==> src/rtl/imem_boot_loader_pkg.sv <==
// Shared constants and state encoding for the instruction-memory boot loader.
// Also meant to be imported by the instruction memory for its depth/index width.
package imem_boot_loader_pkg;

   localparam int unsigned IMEM_DEPTH  = 256;
   localparam int unsigned IMEM_ADDR_W = 8;
   localparam int unsigned BYTE_W      = 8;
   localparam int unsigned WORD_W      = 32;

   typedef enum logic [2:0] {
      ST_IDLE,
      ST_LEN0,
      ST_LEN1,
      ST_DATA,
      ST_DONE,
      ST_ERR
   } loader_state_t;

endpackage

==> src/rtl/imem_boot_loader_if.sv <==
// Byte-stream receive handshake and instruction-memory write port.
//   rx_valid/rx_data : stream byte offered by the host/UART path
//   rx_ready         : loader accepts the byte this cycle
//   mem_we           : one-cycle write strobe per packed word
//   mem_addr         : word-aligned byte address of the write
//   mem_wdata        : little-endian packed word
// slave  = loader side, master = host + memory side.
interface imem_boot_loader_if;
   import imem_boot_loader_pkg::*;

   logic              rx_valid;
   logic [BYTE_W-1:0] rx_data;
   logic              rx_ready;
   logic              mem_we;
   logic [WORD_W-1:0] mem_addr;
   logic [WORD_W-1:0] mem_wdata;

   modport slave  (input  rx_valid, rx_data,
                   output rx_ready, mem_we, mem_addr, mem_wdata);

   modport master (output rx_valid, rx_data,
                   input  rx_ready, mem_we, mem_addr, mem_wdata);

endinterface

==> src/rtl/imem_boot_loader_word_packer.sv <==
// Packs a byte stream into little-endian 32-bit words.
//   clk        : rising-edge clock
//   clear      : synchronous clear of byte index and partial word
//   byte_valid : accept byte_data this cycle
//   byte_data  : incoming byte
//   word_valid : high in the cycle the 4th byte of a word is accepted
//   word       : completed word, valid together with word_valid
module word_packer
   import imem_boot_loader_pkg::*;
(
   input  logic              clk,
   input  logic              clear,
   input  logic              byte_valid,
   input  logic [BYTE_W-1:0] byte_data,
   output logic              word_valid,
   output logic [WORD_W-1:0] word
);

   logic [1:0]  idx_q;
   logic [23:0] acc_q;

   always_ff @(posedge clk) begin
      if (clear) begin
         idx_q <= '0;
         acc_q <= '0;
      end else if (byte_valid) begin
         idx_q <= idx_q + 2'd1;
         case (idx_q)
            2'd0:    acc_q[7:0]   <= byte_data;
            2'd1:    acc_q[15:8]  <= byte_data;
            2'd2:    acc_q[23:16] <= byte_data;
            default: ;
         endcase
      end
   end

   // The 4th byte bypasses the accumulator so the word is complete in the
   // same cycle as its last handshake.
   assign word_valid = byte_valid && (idx_q == 2'd3);
   assign word       = {byte_data, acc_q};

endmodule

==> src/rtl/imem_boot_loader.sv <==
// Boot loader: fills the instruction memory from a length-prefixed byte stream
// and holds the CPU in stall until the image is loaded.
//   clk, reset   : rising-edge clock, synchronous active-high reset
//   start        : one-cycle pulse that begins a load (ignored while busy)
//   bus          : rx byte handshake in, memory write port out
//   cpu_hold     : stall the processor (low only once the image is done)
//   busy         : header or data transfer in progress
//   done         : image fully written (level)
//   err_len      : sticky, header length exceeded DEPTH; cleared by start
//   words_loaded : words written in the current load
module imem_boot_loader
   import imem_boot_loader_pkg::*;
#(
   parameter int unsigned       DEPTH     = IMEM_DEPTH,
   parameter int unsigned       ADDR_W    = IMEM_ADDR_W,
   parameter logic [WORD_W-1:0] BASE_ADDR = '0
) (
   input  logic              clk,
   input  logic              reset,
   input  logic              start,
   imem_boot_loader_if.slave bus,
   output logic              cpu_hold,
   output logic              busy,
   output logic              done,
   output logic              err_len,
   output logic [ADDR_W:0]   words_loaded
);

   loader_state_t     state_q, state_d;
   logic              rx_ready;
   logic              xfer;
   logic              start_go;
   logic [15:0]       hdr_count;
   logic [7:0]        len_lo_q;
   logic [ADDR_W:0]   count_q;
   logic              mem_we_q;
   logic [WORD_W-1:0] mem_addr_q;
   logic [WORD_W-1:0] mem_wdata_q;
   logic              pk_clear;
   logic              pk_valid;
   logic              pk_word_valid;
   logic [WORD_W-1:0] pk_word;

   assign xfer      = bus.rx_valid && rx_ready;
   assign start_go  = start && (state_q inside {ST_IDLE, ST_DONE, ST_ERR});
   assign hdr_count = {bus.rx_data, len_lo_q};

   assign bus.rx_ready  = rx_ready;
   assign bus.mem_we    = mem_we_q;
   assign bus.mem_addr  = mem_addr_q;
   assign bus.mem_wdata = mem_wdata_q;

   assign pk_clear = reset || start_go;
   assign pk_valid = xfer && (state_q == ST_DATA);

   word_packer u_packer (
      .clk        (clk),
      .clear      (pk_clear),
      .byte_valid (pk_valid),
      .byte_data  (bus.rx_data),
      .word_valid (pk_word_valid),
      .word       (pk_word)
   );

   always_ff @(posedge clk) begin
      if (reset) state_q <= ST_IDLE;
      else       state_q <= state_d;
   end

   always_comb begin
      state_d  = state_q;
      rx_ready = 1'b0;
      busy     = 1'b0;
      done     = 1'b0;
      cpu_hold = 1'b1;
      case (state_q)
         ST_IDLE: if (start) state_d = ST_LEN0;
         ST_LEN0: begin
            rx_ready = 1'b1;
            busy     = 1'b1;
            if (xfer) state_d = ST_LEN1;
         end
         ST_LEN1: begin
            rx_ready = 1'b1;
            busy     = 1'b1;
            if (xfer) begin
               if (hdr_count == 16'd0)             state_d = ST_DONE;
               else if (hdr_count > 16'(DEPTH))    state_d = ST_ERR;
               else                                state_d = ST_DATA;
            end
         end
         ST_DATA: begin
            rx_ready = 1'b1;
            busy     = 1'b1;
            // Leave once the final word's write cycle is on the bus; the
            // counter already reflects that word.
            if (mem_we_q && (words_loaded == count_q)) state_d = ST_DONE;
         end
         ST_DONE: begin
            done     = 1'b1;
            cpu_hold = 1'b0;
            if (start) state_d = ST_LEN0;
         end
         ST_ERR:  if (start) state_d = ST_LEN0;
         default: state_d = ST_IDLE;
      endcase
   end

   always_ff @(posedge clk) begin
      if (reset) begin
         mem_we_q     <= 1'b0;
         mem_addr_q   <= BASE_ADDR;
         mem_wdata_q  <= '0;
         err_len      <= 1'b0;
         words_loaded <= '0;
         len_lo_q     <= '0;
         count_q      <= '0;
      end else begin
         mem_we_q <= 1'b0;
         if (start_go) begin
            words_loaded <= '0;
            err_len      <= 1'b0;
         end
         if ((state_q == ST_LEN0) && xfer) len_lo_q <= bus.rx_data;
         if ((state_q == ST_LEN1) && xfer) begin
            count_q <= hdr_count[ADDR_W:0];
            if (hdr_count > 16'(DEPTH)) err_len <= 1'b1;
         end
         if (pk_word_valid) begin
            mem_we_q     <= 1'b1;
            mem_addr_q   <= BASE_ADDR + WORD_W'({words_loaded, 2'b00});
            mem_wdata_q  <= pk_word;
            words_loaded <= words_loaded + 1'b1;
         end
      end
   end

endmodule

==> src/flat_wrapper.sv <==
// flat-port wrapper written by rule: the top's interface ports become plain ports
module imem_boot_loader_flat import imem_boot_loader_pkg::*;
#(
   parameter int unsigned       DEPTH     = IMEM_DEPTH,
   parameter int unsigned       ADDR_W    = IMEM_ADDR_W,
   parameter logic [WORD_W-1:0] BASE_ADDR = '0
)
  (clk, reset, start, cpu_hold, busy, done, err_len, words_loaded, bus_rx_valid, bus_rx_data, bus_rx_ready, bus_mem_we, bus_mem_addr, bus_mem_wdata);
  imem_boot_loader_if bus_i ();
  input  logic clk;
  input  logic reset;
  input  logic start;
  output logic cpu_hold;
  output logic busy;
  output logic done;
  output logic err_len;
  output logic [ADDR_W:0] words_loaded;
  input wire logic [$bits(bus_i.rx_valid)-1:0] bus_rx_valid;
  input wire logic [$bits(bus_i.rx_data)-1:0] bus_rx_data;
  output wire logic [$bits(bus_i.rx_ready)-1:0] bus_rx_ready;
  output wire logic [$bits(bus_i.mem_we)-1:0] bus_mem_we;
  output wire logic [$bits(bus_i.mem_addr)-1:0] bus_mem_addr;
  output wire logic [$bits(bus_i.mem_wdata)-1:0] bus_mem_wdata;
  assign bus_i.rx_valid = bus_rx_valid;
  assign bus_i.rx_data = bus_rx_data;
  assign bus_rx_ready = bus_i.rx_ready;
  assign bus_mem_we = bus_i.mem_we;
  assign bus_mem_addr = bus_i.mem_addr;
  assign bus_mem_wdata = bus_i.mem_wdata;
  imem_boot_loader #(.DEPTH(DEPTH), .ADDR_W(ADDR_W), .BASE_ADDR(BASE_ADDR)) u_core (.clk(clk), .reset(reset), .start(start), .bus(bus_i), .cpu_hold(cpu_hold), .busy(busy), .done(done), .err_len(err_len), .words_loaded(words_loaded));
endmodule
==> config.mk <==
export PLATFORM = sky130hd
export DESIGN_NAME = imem_boot_loader_flat
export DESIGN_NICKNAME = d
export VERILOG_FILES = /design/src/rtl/imem_boot_loader_pkg.sv /design/src/rtl/imem_boot_loader_if.sv /design/src/rtl/imem_boot_loader_word_packer.sv /design/src/rtl/imem_boot_loader.sv /design/src/flat_wrapper.sv
export SDC_FILE = /design/constraint.sdc
export NUM_CORES = 1
export LEC_CHECK = 0
export CAP_MARGIN = 20
export CORE_MARGIN = 2
export CORE_UTILIZATION = 50
export DETAILED_ROUTE_END_ITERATION = 8
export GPL_TIMING_DRIVEN = 0
export MAX_ROUTING_LAYER = met4
export PLACE_DENSITY = 0.77
export SETUP_SLACK_MARGIN = 0.2
export SLEW_MARGIN = 20
export SYNTH_ARGS = -nofsm -noshare
export SYNTH_HDL_FRONTEND = slang
export SYNTH_SLANG_ARGS = --single-unit
==> constraint.sdc <==
create_clock -name clk -period 1.7 [get_ports clk]
set_input_delay 0.17 -clock clk [delete_from_list [all_inputs] [get_ports clk]]
set_output_delay 0.17 -clock clk [all_outputs]
set_load 0.1 [all_outputs]
==> impl_table.tex, run 1 <==
\begin{tabular}{lr}
\hline
Metric & Value \\
\hline
\multicolumn{2}{l}{\textbf{Setup path}} \\
\quad Biggest fanout along the worst timing path & 10 \\
\quad RR Startpoint & u\_core.state\_q[0] \\
\quad Delay contributed by the slowest stage of the critical path & 0.39 ns \\
\quad Required time at the endpoint of the critical path & 2.00 ns \\
\quad CP startpoint & u\_core.state\_q[0] \\
\quad Worst endpoint data arrival time & 1.82 ns \\
\quad Sort of element at the start of the critical path & register \\
\quad Buffering stage count on the worst path with inverters included & 3 \\
\quad Most frequent cell on the critical path & sky130\_fd\_sc\_hd\_\_buf\_8 \\
\quad Kind of capture point of the worst setup path & register \\
\quad Critical-path cell list & buf\_8 -> nand4b\_1 -> nor2\_4 -> buf\_6 -> buf\_8 -> nand2\_1 -> a21oi\_1 \\
\quad Critical path's slowest cell & sky130\_fd\_sc\_hd\_\_dfxtp\_4 \\
\quad Category of the critical setup timing path & reg -> reg \\
\quad Dominant delay contributor by cell family on the critical path & simple AND/OR/NAND/NOR gates \\
\multicolumn{2}{l}{\textbf{Placed design}} \\
\quad Post-placement setup slack & -0.5368 ns \\
\quad GPL Wtd Cong & 0.8678 \\
\quad Post-detailed-placement half-perimeter wirelength & 7.547 mm \\
\quad Port buffer count & 66 \\
\multicolumn{2}{l}{\textbf{Logic synthesis}} \\
\quad Number of warnings printed during yosys synthesis & 0 \\
\quad Leading register cell type out of synthesis & sky130\_fd\_sc\_hd\_\_dfxtp\_1 \\
\quad Ys async rst share & 0\% \\
\quad Flip-flop and latch count after synthesis & 98 \\
\quad Sequential share of the synthesized area & 47.34\% \\
\quad Post-synthesis area per instance & 7.863 um\^{}2 \\
\quad Cell type with the largest total area after synthesis & sky130\_fd\_sc\_hd\_\_dfxtp\_1 \\
\quad Cell types occupying the most area after synthesis & sky130\_fd\_sc\_hd\_\_dfxtp\_1 47\%, sky130\_fd\_sc\_hd\_\_nand2\_1 14\%, sky130\_fd\_sc\_hd\_\_a21oi\_1 11\% \\
\quad Combined area of all synthesized cells & 0.004144 mm\^{}2 \\
\quad Number of enable flip-flop cells after synthesis & 0 \\
\quad Area share of the largest cell type after synthesis & 47.34\% \\
\quad Number of instances in the synthesized netlist & 527 \\
\quad Number of unique standard cell types used by synthesis & 44 \\
\multicolumn{2}{l}{\textbf{Clock network}} \\
\quad CTS H-Tree Depth & 3 \\
\quad Root Driver & sky130\_fd\_sc\_hd\_\_clkbuf\_8 \\
\quad Hold Buf Count CTS & 0 \\
\quad Clock-pin slew of the registers on the worst-case setup and hold paths & 0.10 ns \\
\quad Clk buf depth & 2 \\
\quad Later-pin clock latency in the skew report & 0.37 ns \\
\quad TritonCTS Sinks & 98 \\
\quad Number of clock buffers inserted by TritonCTS & 9 \\
\quad TritonCTS clock tree & done \\
\multicolumn{2}{l}{\textbf{Pwr}} \\
\quad Leakage component of the power & 0.002148 uW \\
\quad Largest voltage drop on the vdd net & 0.5427 mV \\
\quad Power Dens Cells & 952.7 mW/mm\^{}2 \\
\multicolumn{2}{l}{\textbf{STA}} \\
\quad Count of final max-slew check failures & 0 \\
\quad Final setup violation count & 0 \\
\quad Skew final & 0.007948 ns \\
\quad Count of endpoints failing hold in the final timing report & 0 \\
\quad Minimum setup slack in the final design & 0.1781 ns \\
\quad Worst hold slack after final layout & 0.1224 ns \\
\quad Max-slew headroom & 63.17\% \\
\quad RSZ-0062 raised after global routing & yes \\
\quad Transition at the pin with the smallest max-transition slack & 0.5525 ns \\
\quad Fin crit share & 89.53\% \\
\quad Post-Route Setup TNS & 0 ns \\
\quad Maximum frequency from static timing analysis & 657.1 MHz \\
\quad Minimum clock period & 1.522 ns \\
\multicolumn{2}{l}{\textbf{Cells and area}} \\
\quad Utilization after layout & 71.11\% \\
\quad Most frequent standard cell in the layout excluding fill and tap cells & sky130\_fd\_sc\_hd\_\_nand2\_1 \\
\quad Final net count & 655 \\
\quad Count of inserted antenna diode cells & 0 \\
\quad Relative area change from synthesis to final layout & 39.58\% \\
\quad Fraction of final layout cells with drive strength greater than 1 & 32.81\% \\
\quad Most frequent cells in the layout & 143 x sky130\_fd\_sc\_hd\_\_nand2\_1, 84 x sky130\_fd\_sc\_hd\_\_dfxtp\_1, 73 x sky130\_fd\_sc\_hd\_\_a21oi\_1, 37 x sky130\_fd\_sc\_hd\_\_clkdlybuf4s15\_2 \\
\multicolumn{2}{l}{\textbf{Global route}} \\
\quad Maximum number of pins on one net before global-route repair & 17 \\
\quad Number of global-route vias before repair & 3612 \\
\quad Total congestion overflow after global routing & 0 \\
\quad Wire length of the first global-routing pass & 17.39 mm \\
\quad Overall routing resource usage & 25.40\% \\
\quad Antenna violations before repair & 0 \\
\multicolumn{2}{l}{\textbf{Outcome}} \\
\quad Outcome & finished, final reports clean \\
\multicolumn{2}{l}{\textbf{Floorplan}} \\
\quad Ports & 91 \\
\quad Effective utilization at floorplan & 50.95\% \\
\quad Floorplan die height & 95.04 um \\
\quad Chip Width & 95.04 um \\
\quad Standard-cell rows & 33 \\
\quad Overall die area & 0.009033 mm\^{}2 \\
\quad Placeable core region & 0.008134 mm\^{}2 \\
\multicolumn{2}{l}{\textbf{Routing}} \\
\quad Via count of the routed design & 3979 \\
\quad Drt via density & 5.320 \\
\quad Final wirelength & 11.43 mm \\
\quad Average wire per standard cell & 15.28 um \\
\quad Number of remaining DRC errors & 0 \\
\quad Number of DRC markers in iteration 0 & 256 \\
\quad Final antenna-violating net count & 0 \\
\quad First-pass iteration count of the detailed router & 4 \\
\multicolumn{2}{l}{\textbf{Run}} \\
\quad Max-cap violation count & 0 \\
\multicolumn{2}{l}{\textbf{Min path}} \\
\quad Hold Crit Class & in -> reg \\
\quad Worst min-delay path startpoint & bus\_rx\_data[5] \\
\hline
\end{tabular}
-- layer usage --
layer | track usage, % | part of all wire, % | up-vias
met3 | 3.794 | 5.1 | 23
met2 | 40.90 | 49 | 126
met5 | - | 0 | -
met4 | 10.87 | 2.1 | 0
li1 | - | - | 1947
met1 | 31.92 | 44 | 1883
-- cell families (layout without fill, tap and decap cells) --
logic type | Yosys count | in the layout | share of synthesized area, %
mux | 4 | 4 | 0.9662
fa+ha+maj | 5 | 5 | 1.510
buf+inv | 61 | 155 | 7.941
flops | 98 | 98 | 47.34
simple gates | 235 | 235 | 25.18
compound gates | 112 | 112 | 14.64
xor+xnor | 11 | 11 | 2.325
other cells | 1 | 23 | 0.09049
-- repair_timing --
action / 4_1_cts / 5_1_grt
cloned: 0 / 4
endpoints found under the setup margin: 153 / 111
pin swaps: 4 / 14
gates resized for setup: 251 / 103
buffers inserted: 4 / 4
-- layout make-up --
type,count,area [um^2]
Clock inverter,5,37.54
Buffer,55,445.4
Clock buffer,11,141.4
Timing Repair Buffer,78,813.3
Inverter,6,26.28
Fill cell,646,2350
Sequential cell,98,2007
Multi-Input combinational cell,390,2182
Tap cell,105,131.4
-- flip-flops by register name, summed over array words and instances, names as in the netlist, 2 cells and up --
name	cells
u_core.u_packer.idx_q	2
u_core.state_q	3
u_core.count_q	9
u_core.u_packer.acc_q	24
u_core.bus.mem_addr	9
u_core.bus.mem_wdata	32
u_core.words_loaded	9
u_core.len_lo_q	8
-- metrics by stage --
| step | cells | total power (uW) | area (um^2) |
|---|---|---|---|
| final | 748 | 5510 | 5784 |
| after global routing | 748 | 5702 | 5784 |
| after CTS | 740 | 5321 | 5494 |
| after detailed placement | 720 | 3833 | 5099 |
| after global placement | 720 | 3808 | 5099 |
| after floorplan | 549 | 3572 | 4307 |
-- report_power, final --
group	switching (uW)	internal, uW
registers	71.0	2350
logic	1100	592
clock network	819	578
total	1990	3520
-- cells in the mapped netlist (all sizes together), types with 2 or more instances --
cell type,count
o41ai,2
nand3,28
buf,32
clkbuf,23
nor3,7
inv,6
nand3b,4
mux2i,4
nand4,4
and3,5
nor4,3
xnor2,10
a31oi,4
dfxtp,98
nor2,10
ha,5
nand2,158
o21ai,5
or2,3
nor2b,2
a21oi,93
or4,3
-- path summary, 6_finish.rpt --
kind                            cells past startpoint                  endpoint  slack, ns
worst max-delay path                                7  u_core.bus.mem_wdata[24]       0.18
worst min-delay path                                3        u_core.len_lo_q[5]       0.12
worst max register to register                      7  u_core.bus.mem_wdata[24]       0.18
worst min register to register                      2  u_core.bus.mem_wdata[10]       0.46
-- worst min-delay path, stage by stage --
cell and delay [ns]:
sky130_fd_sc_hd__buf_2 0.16, sky130_fd_sc_hd__nand2_1 0.07, sky130_fd_sc_hd__a21oi_1 0.05
No activity file was read; power rests on OpenSTA's default activity.
==> inputs of run 2 (changes only) <==
CORE_ASPECT_RATIO = 1.1   (was default)
CORE_UTILIZATION = 54   (was 50)
PLACE_DENSITY = 0.83   (was 0.77)
SLEW_MARGIN = default   (was 20)
clock period = 1.8 ns   (was 1.7 ns; I/O delays follow)
==> run 2 against run 1 <==
Power down 6.5%. Largest cell class unchanged. Clock-buffer cell count unchanged. Clock power up 3%. Global-route usage up 1.1 points. Sequential power decreased by 6%. Register-to-register slack gained 0.07 ns. Utilization up 3.1 points. Combinational power decreased by 15%.
==> impl_table.tex, run 2 (synthesis results as in run 1) <==
\begin{tabular}{lr}
\hline
Metric & Value \\
\hline
\multicolumn{2}{l}{\textbf{Run}} \\
\quad Max-cap violation count & 0 \\
\multicolumn{2}{l}{\textbf{Setup path}} \\
\quad Sort of element at the start of the critical path & register \\
\quad Critical path's slowest cell & sky130\_fd\_sc\_hd\_\_dfxtp\_2 \\
\quad Worst endpoint data arrival time & 1.45 ns \\
\quad Most frequent cell on the critical path & sky130\_fd\_sc\_hd\_\_nor2\_4 \\
\quad Required time at the endpoint of the critical path & 1.62 ns \\
\quad Delay contributed by the slowest stage of the critical path & 0.37 ns \\
\quad Critical-path cell list & buf\_4 -> nor2\_4 -> nor2\_4 -> buf\_12 -> buf\_8 \\
\quad Category of the critical setup timing path & reg -> out \\
\quad Dominant delay contributor by cell family on the critical path & buffers and inverters \\
\quad Biggest fanout along the worst timing path & 10 \\
\quad Kind of capture point of the worst setup path & primary output \\
\quad Buffering stage count on the worst path with inverters included & 3 \\
\multicolumn{2}{l}{\textbf{Floorplan}} \\
\quad Floorplan die height & 95.88 um \\
\quad Ports & 91 \\
\quad Effective utilization at floorplan & 55.76\% \\
\quad Standard-cell rows & 33 \\
\quad Placeable core region & 0.007432 mm\^{}2 \\
\quad Chip Width & 87.53 um \\
\quad Overall die area & 0.008391 mm\^{}2 \\
\multicolumn{2}{l}{\textbf{Routing}} \\
\quad Via count of the routed design & 3998 \\
\quad Drt via density & 5.530 \\
\quad Final wirelength & 10.77 mm \\
\quad Number of DRC markers in iteration 0 & 204 \\
\quad First-pass iteration count of the detailed router & 5 \\
\quad Final antenna-violating net count & 0 \\
\quad Number of remaining DRC errors & 0 \\
\quad Average wire per standard cell & 14.89 um \\
\multicolumn{2}{l}{\textbf{Clock network}} \\
\quad Later-pin clock latency in the skew report & 0.38 ns \\
\quad Root Driver & sky130\_fd\_sc\_hd\_\_clkbuf\_8 \\
\quad Hold Buf Count CTS & 0 \\
\quad Clk buf depth & 2 \\
\quad Number of clock buffers inserted by TritonCTS & 9 \\
\quad TritonCTS clock tree & done \\
\quad TritonCTS Sinks & 98 \\
\quad Clock-pin slew of the registers on the worst-case setup and hold paths & 0.10 ns \\
\quad CTS H-Tree Depth & 3 \\
\multicolumn{2}{l}{\textbf{Global route}} \\
\quad Antenna violations before repair & 0 \\
\quad Routing layer with the top usage in global route & met2 \\
\quad Number of global-route vias before repair & 3679 \\
\quad Maximum number of pins on one net before global-route repair & 17 \\
\quad Met1 track demand over resource & 32.69\% \\
\quad Overall routing resource usage & 26.53\% \\
\quad Global routing met3 resource utilization & 4.974\% \\
\quad Wire length of the first global-routing pass & 16.86 mm \\
\quad Routing usage on met2 & 42.30\% \\
\quad Total congestion overflow after global routing & 0 \\
\multicolumn{2}{l}{\textbf{STA}} \\
\quad Count of endpoints failing hold in the final timing report & 0 \\
\quad Final setup violation count & 0 \\
\quad Post-Route Setup TNS & 0 ns \\
\quad Maximum frequency from static timing analysis & 612.7 MHz \\
\quad Worst hold slack after final layout & 0.1803 ns \\
\quad Max-slew headroom & 63.04\% \\
\quad RSZ-0062 raised after global routing & yes \\
\quad Fin crit share & 90.68\% \\
\quad Minimum clock period & 1.632 ns \\
\quad Skew final & 0.008473 ns \\
\quad Count of final max-slew check failures & 0 \\
\quad Transition at the pin with the smallest max-transition slack & 0.5570 ns \\
\multicolumn{2}{l}{\textbf{Cells and area}} \\
\quad Relative area change from synthesis to final layout & 33.03\% \\
\quad Largest register FFs & 32 \\
\quad Count of inserted antenna diode cells & 0 \\
\quad Filler instances & 589 \\
\quad Most frequent standard cell in the layout excluding fill and tap cells & sky130\_fd\_sc\_hd\_\_nand2\_1 \\
\quad Most frequent cells in the layout & 152 x sky130\_fd\_sc\_hd\_\_nand2\_1, 93 x sky130\_fd\_sc\_hd\_\_a21oi\_1, 87 x sky130\_fd\_sc\_hd\_\_dfxtp\_1, 51 x sky130\_fd\_sc\_hd\_\_clkdlybuf4s15\_2, 31 x sky130\_fd\_sc\_hd\_\_buf\_4 \\
\quad Area of all sequential standard cells & 0.001986 mm\^{}2 \\
\quad Final net count & 648 \\
\quad Fraction of final layout cells with drive strength greater than 1 & 24.53\% \\
\quad Combined area of the multi-input logic cells & 0.002034 mm\^{}2 \\
\quad Final non-filler cell total & 723 \\
\multicolumn{2}{l}{\textbf{Min path}} \\
\quad Hold Crit Class & in -> reg \\
\multicolumn{2}{l}{\textbf{Pwr}} \\
\quad Leakage component of the power & 0.001992 uW \\
\quad Switching share of total power & 35.32\% \\
\quad Switch Pwr & 1820 uW \\
\quad Power Dens Cells & 934.6 mW/mm\^{}2 \\
\quad Comb pwr share & 28.0\% \\
\quad Sequential share of power & 44.0\% \\
\quad Fraction of power consumed by the clock network & 28.0\% \\
\quad Internal power of the cells & 3333 uW \\
\quad Largest voltage drop on the vdd net & 0.6653 mV \\
\multicolumn{2}{l}{\textbf{Placed design}} \\
\quad Post-detailed-placement half-perimeter wirelength & 7.408 mm \\
\quad Port buffer count & 66 \\
\quad GPL Wtd Cong & 0.9010 \\
\quad Dpl cells & 702 \\
\multicolumn{2}{l}{\textbf{Outcome}} \\
\quad Outcome & finished, final reports clean \\
\hline
\end{tabular}
==> run 2: final timing paths <==
| kind | startpoint | slack, ns | cells after the start | end |
|---|---|---|---|---|
| setup / recovery | u_core.state_q[1] | 0.17 | 5 | busy |
| hold / removal | bus_rx_data[4] | 0.18 | 3 | u_core.u_packer.acc_q[12] |
| setup reg to reg | u_core.state_q[1] | 0.25 | 6 | u_core.u_packer.acc_q[19] |
| hold reg to reg | u_core.u_packer.acc_q[16] | 0.45 | 2 | u_core.bus.mem_wdata[16] |
==> run 2: cell type report <==
class                      count  share of cell area (%)
buffer                        55                   7.172
clock buffer                  11                   2.383
clock inverter                 5                   1.135
inverter                       6                  0.4766
multi-input combinational    391                   36.90
sequential                    98                   36.02
tap                           87                   1.975
timing repair buffer          70                   13.94
==> run 2: worst register-to-register path: stages, from the launching register on <==
cell	delay (ns)
sky130_fd_sc_hd__dfxtp_2	0.35
sky130_fd_sc_hd__buf_4	0.17
sky130_fd_sc_hd__nor2b_1	0.25
sky130_fd_sc_hd__nand2_1	0.20
sky130_fd_sc_hd__nand2_4	0.17
sky130_fd_sc_hd__clkbuf_4	0.22
sky130_fd_sc_hd__a21oi_1	0.07
==> run 2: metrics by stage <==
step                cell area [um^2]  utilization (%)  power, uW  setup slack [ns]
finish                          5513            74.18       5152            0.1678
floorplan                       4283                -       3361            0.1926
detailed placement              5052            67.98       3595           -0.4659
CTS                             5386            72.47       5067           0.01791
global route                    5513            74.18       5315            0.1091
global placement                5052            67.98       3574           -0.4438
==> run 2: power by group through the flow <==
stage | clock (uW) | combinational [uW] | sequential [uW]
finish | 1440 | 1440 | 2270
global route | 1520 | 1520 | 2280
CTS | 1440 | 1360 | 2260
detailed placement | 0 | 1280 | 2310
global placement | 0 | 1270 | 2310
floorplan | 0 | 1040 | 2320
==> run 2: timing repair <==
| action | in CTS | in global routing |
|---|---|---|
| pin swaps | 1 | 3 |
| gates resized for setup | 212 | 50 |
| cloned | 0 | 2 |
| buffers inserted | 2 | 1 |
| endpoints found under the setup margin | 144 | 93 |
==> run 2: routing by layer <==
layer  routed length (um)  part of all wire [%]
met5                    0                     0
met4                  240                   2.2
met3                  861                   8.0
met2                 5243                    49
met1                 4419                    41
